## src/rtl/reg_file_if.sv

```systemverilog
// Register-file port bundle: write-back, two read ports and the pending-write scoreboard.
// master drives indices/data (issue/write-back side); slave is the register file itself.
interface reg_file_if #(
    parameter int DATA_W = 32,
    parameter int ADDR_W = 5
);
    logic              we;
    logic [ADDR_W-1:0] wr_addr;
    logic [DATA_W-1:0] wr_data;
    logic [ADDR_W-1:0] rd_addr_a;
    logic [ADDR_W-1:0] rd_addr_b;
    logic [DATA_W-1:0] rd_data_a;
    logic [DATA_W-1:0] rd_data_b;
    logic              busy_set;
    logic [ADDR_W-1:0] busy_addr;
    logic              busy_a;
    logic              busy_b;

    modport master (
        output we, wr_addr, wr_data, rd_addr_a, rd_addr_b, busy_set, busy_addr,
        input  rd_data_a, rd_data_b, busy_a, busy_b
    );

    modport slave (
        input  we, wr_addr, wr_data, rd_addr_a, rd_addr_b, busy_set, busy_addr,
        output rd_data_a, rd_data_b, busy_a, busy_b
    );
endinterface

```

## src/rtl/reg_file.sv

```systemverilog
// 2**ADDR_W x DATA_W register file, r0 hardwired to zero, with a per-register pending-write bit.
// Define REG_FILE_BYPASS_EN to forward the in-flight write-back value and pending state to the read ports.
module reg_file #(
    parameter int DATA_W = 32,
    parameter int ADDR_W = 5
) (
    input  logic       clk,
    input  logic       rst_n,
    reg_file_if.slave  rf
);
    localparam int NREG = 1 << ADDR_W;

    logic [NREG-1:0][DATA_W-1:0] regs;
    logic [NREG-1:0]             pending;

    // Index 0 is never written, so it holds its reset value; the read mux masks it regardless.
    always_ff @(posedge clk) begin
        if (!rst_n) begin
            regs <= '0;
        end else if (rf.we && (rf.wr_addr != '0)) begin
            regs[rf.wr_addr] <= rf.wr_data;
        end
    end

    // The set is issued after the clear so a same-index collision leaves the bit at 1.
    always_ff @(posedge clk) begin
        if (!rst_n) begin
            pending <= '0;
        end else begin
            if (rf.we)
                pending[rf.wr_addr] <= 1'b0;
            if (rf.busy_set && (rf.busy_addr != '0))
                pending[rf.busy_addr] <= 1'b1;
        end
    end

    always_comb begin
        rf.rd_data_a = (rf.rd_addr_a == '0) ? '0 : regs[rf.rd_addr_a];
        rf.rd_data_b = (rf.rd_addr_b == '0) ? '0 : regs[rf.rd_addr_b];
        rf.busy_a    = (rf.rd_addr_a == '0) ? 1'b0 : pending[rf.rd_addr_a];
        rf.busy_b    = (rf.rd_addr_b == '0) ? 1'b0 : pending[rf.rd_addr_b];
`ifdef REG_FILE_BYPASS_EN
        if (rf.we && (rf.wr_addr != '0) && (rf.wr_addr == rf.rd_addr_a)) begin
            rf.rd_data_a = rf.wr_data;
            rf.busy_a    = rf.busy_set && (rf.busy_addr == rf.rd_addr_a);
        end
        if (rf.we && (rf.wr_addr != '0) && (rf.wr_addr == rf.rd_addr_b)) begin
            rf.rd_data_b = rf.wr_data;
            rf.busy_b    = rf.busy_set && (rf.busy_addr == rf.rd_addr_b);
        end
`endif
    end
endmodule

```

## src/flat_wrapper.sv

```systemverilog
// flat-port wrapper written by rule: the top's interface ports become plain ports
module reg_file_flat 
#(
    parameter int DATA_W = 32,
    parameter int ADDR_W = 5
)
  (clk, rst_n, rf_we, rf_wr_addr, rf_wr_data, rf_rd_addr_a, rf_rd_addr_b, rf_busy_set, rf_busy_addr, rf_rd_data_a, rf_rd_data_b, rf_busy_a, rf_busy_b);
  reg_file_if #(.DATA_W(DATA_W), .ADDR_W(ADDR_W)) rf_i ();
  input  logic clk;
  input  logic rst_n;
  input wire logic [$bits(rf_i.we)-1:0] rf_we;
  input wire logic [$bits(rf_i.wr_addr)-1:0] rf_wr_addr;
  input wire logic [$bits(rf_i.wr_data)-1:0] rf_wr_data;
  input wire logic [$bits(rf_i.rd_addr_a)-1:0] rf_rd_addr_a;
  input wire logic [$bits(rf_i.rd_addr_b)-1:0] rf_rd_addr_b;
  input wire logic [$bits(rf_i.busy_set)-1:0] rf_busy_set;
  input wire logic [$bits(rf_i.busy_addr)-1:0] rf_busy_addr;
  output wire logic [$bits(rf_i.rd_data_a)-1:0] rf_rd_data_a;
  output wire logic [$bits(rf_i.rd_data_b)-1:0] rf_rd_data_b;
  output wire logic [$bits(rf_i.busy_a)-1:0] rf_busy_a;
  output wire logic [$bits(rf_i.busy_b)-1:0] rf_busy_b;
  assign rf_i.we = rf_we;
  assign rf_i.wr_addr = rf_wr_addr;
  assign rf_i.wr_data = rf_wr_data;
  assign rf_i.rd_addr_a = rf_rd_addr_a;
  assign rf_i.rd_addr_b = rf_rd_addr_b;
  assign rf_i.busy_set = rf_busy_set;
  assign rf_i.busy_addr = rf_busy_addr;
  assign rf_rd_data_a = rf_i.rd_data_a;
  assign rf_rd_data_b = rf_i.rd_data_b;
  assign rf_busy_a = rf_i.busy_a;
  assign rf_busy_b = rf_i.busy_b;
  reg_file #(.DATA_W(DATA_W), .ADDR_W(ADDR_W)) u_core (.clk(clk), .rst_n(rst_n), .rf(rf_i));
endmodule
```

## config.mk

```make
export PLATFORM = sky130hd
export DESIGN_NAME = reg_file_flat
export DESIGN_NICKNAME = d
export VERILOG_FILES = /design/src/rtl/reg_file_if.sv /design/src/rtl/reg_file.sv /design/src/flat_wrapper.sv
export SDC_FILE = /design/constraint.sdc
export NUM_CORES = 2
export LEC_CHECK = 0
export BUFFER_PORTS_ARGS = -buffer_cell sky130_fd_sc_hd__buf_2
export CELL_PAD_IN_SITES_DETAIL_PLACEMENT = 2
export CELL_PAD_IN_SITES_GLOBAL_PLACEMENT = 2
export CORE_ASPECT_RATIO = 0.5
export CORE_UTILIZATION = 41
export DETAILED_ROUTE_END_ITERATION = 10
export GPL_TIMING_DRIVEN = 1
export HOLD_SLACK_MARGIN = 0.08
export PLACE_DENSITY_LB_ADDON = 0.12
export SLEW_MARGIN = 20
export SYNTH_ARGS = -nofsm -noshare
export SYNTH_HDL_FRONTEND = slang
export SYNTH_SLANG_ARGS = --single-unit
```

## constraint.sdc

```tcl
create_clock -name clk -period 2.85 [get_ports clk]
set_input_delay 0.57 -clock clk [delete_from_list [all_inputs] [get_ports clk]]
set_output_delay 0.57 -clock clk [all_outputs]
set_load 0.01 [all_outputs]
```

After elaboration in Yosys (flattened, before gate mapping). Index checks and enable logic that the tools add are counted.

Bitwise logic cells: 3. $lt $le $gt $ge: 6. Muxes and demuxes: 22. Reductions and logical operators: 8.

Operators with widths (number): bitwise mux 1024 bit (1); binary-select mux 32 bit (select 5 bit) (2); two-way mux 32 bit (8); demux 32 bit (select 5 bit) (1); bitwise AND 32 bit (1); inverter 32 bit (1); bitwise OR 32 bit (1); < comparator 5 x 6 -> 1 bit (second input constant) (4); binary-select mux 1 bit (select 5 bit) (2); demux 1 bit (select 5 bit) (2); greater-or-equal comparator 5 x 1 -> 1 bit (second input constant) (2); zero test 5 bit (2); nonzero test 5 bit (2); two-way mux 1 bit (6); logical AND 1 bit (4).

Input bits: 56. Logic and storage cells: 72. Output and inout port bits: 66. Register bits after elaboration: 1056.

Longest topological paths before layout.
Word-level depth: 10. Gate-level depth with buffers: 8. Depth with buffers taken out: 4.

Worst setup path before layout. No wires, ideal clock.

Path kind: input port to output port. From: in rf_rd_addr_b[0]. To: out rf_rd_data_b[14]. Stages on the path: 7. Path buffers: 4. Required time: 2280 ps. Slack: 359 ps. Arrival: 1921 ps. Cells stage by stage: buf_4 > inv_2 > buf_4 > buf_2 > buf_2 > o2111ai_1 > a311oi_1.

Cells in the longest elaborated chain, start to end: 3. Elaborated cells on any way between the ends: 4. Those cells by class: mux: 3; reduce/logical: 1.

Ends and longest elaborated chain: from (decl) (line flat_wrapper.sv:15) `input wire logic [$bits(rf_i.rd_addr_b)-1:0] rf_rd_addr_b;`; binary-select mux 32 bit (select 5 bit) (line reg_file.sv:39) `rf.rd_data_b = (rf.rd_addr_b == '0) ? '0 : regs[rf.rd_addr_b];`; two-way mux 32 bit (not written as such) (line reg_file.sv:39); two-way mux 32 bit * (line reg_file.sv:39); to (decl) (line flat_wrapper.sv:19) `output wire logic [$bits(rf_i.rd_data_b)-1:0] rf_rd_data_b;`.

Every way passes the cells marked *; elsewhere a longest branch is shown, timed or not. The select of a mux whose other input is x is not followed.

Final worst setup path.
From: reg u_core.regs[322] (netlist name). To: out rf_rd_data_b[2].

Cells in the longest elaborated chain, start to end: 3.

Ends and longest elaborated chain: from (decl) (line reg_file.sv:13) `logic [NREG-1:0][DATA_W-1:0] regs;`; from (signal, indexed assignment) (line reg_file.sv:21) `regs[rf.wr_addr] <= rf.wr_data;`; binary-select mux 32 bit (select 5 bit) (line reg_file.sv:39); two-way mux 32 bit (not written as such) (line reg_file.sv:39); two-way mux 32 bit (line reg_file.sv:39).

No other way between the ends. The select of a mux whose other input is x is not followed.

==> run summary <==
Unique masters post-synth: 46
Static Leak: 24.5 nW
Clock Sinks: 1,056
CP Data Arrival Time: 2.79 ns
Core Area: 136,000 sq um
Worst-margin pin slew: 1.25 ns
Worst setup path start: u_core.regs[322]
CP endpoint kind: primary output
Starting density of the core: 41.7%
# rows: 95
Number of fill cells: 13,300
Worst reg2reg path endpoint: u_core.regs[708]
Seq/Total Area, Yosys: 37.4%
Root buf cell: clkbuf_16
Initial antenna violation count: 40
Post-synth EDFFs: 0
Reg2reg start: u_core.regs[708]
Power Density: 513 nW/um^2
Status: complete, but fails checks
Cell Area, Synth: 56,500 sq um
Syn nets: 6,065
DP HPWL: 202,000 microns
Worst skew pair latency: 0.76 ns
CTS Hold Bufs: 0
Grt total ovfl: 0
Final Slew Violations: 0
First-pass GRT wire length: 457,000 microns
Critical Path Start Type: register
Reg2reg path depth: 2
Nets@finish: 6,408
Pre-antenna DRT Iters: 8
Die Height: 265 microns
CP Max Fanout: 3
Synthesis-to-finish area growth: 26.7%
Final ANT Viol Nets: 0
Setup TNS: -22.05 ns
Die width: 527 microns
Pint: 25.8 mW
Sequential group share of total power: 40.7%
Hold Path Class: in -> reg
FFs w/ async S/R, synth: 0%
Final Skew: 0 ns
Area post-placement: 62,300 sq um
Post-route DRC: 0
Crit path to: rf_rd_data_b[2]
Overall global routing resource usage: 45.7%
RSZ-0062 raised after global routing: yes
CTS tree: done
Vias: 61,400
Slew HR: 16.9%
FMAX: 297 MHz
Min-delay src: rst_n
Max VDD drop: 0.000540 V
Commonest cells after routing, fill and taps aside: nand2_1, dfxtp_1, a21boi_0, buf_4, mux4_2
P_sw: 10.9 mW
Final setup viols: 66
Die ar.: 139,000 sq um
Final Hold Fails: 0
Vias in the first global route: 60,600
Register bit total from synthesis: 1,056
Clk slew on worst S/H paths: 0.08 ns
DR vias/cell: 7.43
I/O Buffers: 121
Tot Pwr: 36.7 mW
H-tree Lvls: 3
Largest net degree at the start of global routing: 109
Final core occ: 52.9%
Comb power frac: 14.0%
GPL Wtd Cong: 0.985
Final worst slack: -0.513 ns
Final period utilization: 118%
Final Instance Area: 71,600 sq um
Layout cell share with drive strength beyond 1: 31.9%
Min cycle time layout: 3.36 ns
Critical path type: reg -> out
Clk buf depth: 3
WL per Instance: 45.1 microns
Max-Cap Viols: 0
Violated checks: negative setup slack
Gate Count Post-Synth: 6,009
Switching Share: 29.7%
IO Count: 122
FF-to-FF setup slack: 1.62 ns
TritonCTS Buffers: 104
Clk pwr share: 45.2%
Starting DRT DRC Count: 9,510
DRT Wirelength: 372,000 microns
Most common cell after layout, fill and taps aside: nand2_1
CP required: 2.28 ns
Avg Cell Area, Syn: 9.41 sq um
Yosys warns: 0
Top FF cell, synth: dfxtp_1
## Yosys cell counts (all sizes together), types with 46 or more instances
cell type / instances / share of area, %
nand2: 2058 / 14
dfxtp: 1056 / 37
a21boi: 992 / 13
mux4: 462 / 19
clkbuf: 365 / 2.4
buf: 254 / 3.3
mux2i: 132 / 2.3
o21ai: 112 / 0.99
nor2b: 101 / 1.1
a22oi: 97 / 1.3
a211oi: 66 / 0.88
a311oi: 66 / 1.0
mux2: 66 / 1.3
a221oi: 46 / 0.72
## logic make-up (layout without fill, tap and decap cells)
family	after synthesis	in the layout	share of synthesized area [%]
simple gates	2272	2272	16.2
compound gates	1400	1400	18.4
flops	1056	1056	37.4
mux	660	660	22.3
buf+inv	621	1052	5.69
other cells	0	29	0
## worst max-delay path, cell delays in order, from the launching register on
cell and delay (ns):
dfxtp_1 0.41, mux4_2 0.28, nor2b_1 0.25, a211oi_2 0.10, buf_6 0.17, a311oi_2 0.55, buf_4 0.25
## routing by layer
layer	vias to the layer above	track usage, %	part of all wire, %
li1	21900	-	-
met1	31200	57.6	34
met5	-	0	0.17
met3	2318	15.8	15
met4	38	25.7	8.6
met2	5980	68.2	42
## repair_timing
item,in CTS,in global routing
setup endpoints to repair,66,66
gates resized for setup,682,259
buffers inserted,74,66
cloned,20,6
pin swaps,87,82
## layout make-up
type | instances | area [sq um] | area share (%)
well taps | 1794 | 2240 | 3.13
clock inverters | 54 | 756 | 1.06
flip-flops and latches | 1056 | 21300 | 29.7
inverters | 2 | 16.3 | 0.0227
repair buffers | 856 | 9310 | 13.0
multi-input cells | 4332 | 34900 | 48.7
clock buffers | 140 | 3050 | 4.26
diodes | 29 | 72.6 | 0.101
## stage by stage
step | hold WS, ns | setup slack, ns | cells
after floorplan | 0.419 | 0.359 | 6009
after global placement | 0.448 | -0.868 | 7903
after detailed placement | 0.463 | -0.888 | 7903
after CTS | 0.241 | -0.363 | 8176
after global routing | 0.276 | -0.474 | 8246
final | 0.273 | -0.513 | 8263
## sequential cells by signal, summed over array words and instances, names as in the netlist
signal	count
u_core.pending	32
u_core.regs	1024
## power by group through the flow
stage                     clock network [mW]  logic, mW  registers, mW
after floorplan                            0       1.91           15.2
after global placement                     0       3.72           15.3
after detailed placement                   0       3.81           15.3
after CTS                               15.9       4.45           14.9
after global routing                    16.9       5.07           15.0
final                                   16.6       5.15           15.0
## worst min-delay path by stage
| stage | endpoint | cells past startpoint |
|---|---|---|
| final | u_core.regs[556] | 2 |
| after global routing | u_core.regs[388] | 2 |
| after CTS | u_core.regs[388] | 2 |
| after detailed placement | u_core.regs[488] | 2 |
| after global placement | u_core.regs[861] | 2 |
| after floorplan | u_core.pending[0] | 2 |
Note: power is estimated with default switching activity, not from simulation.
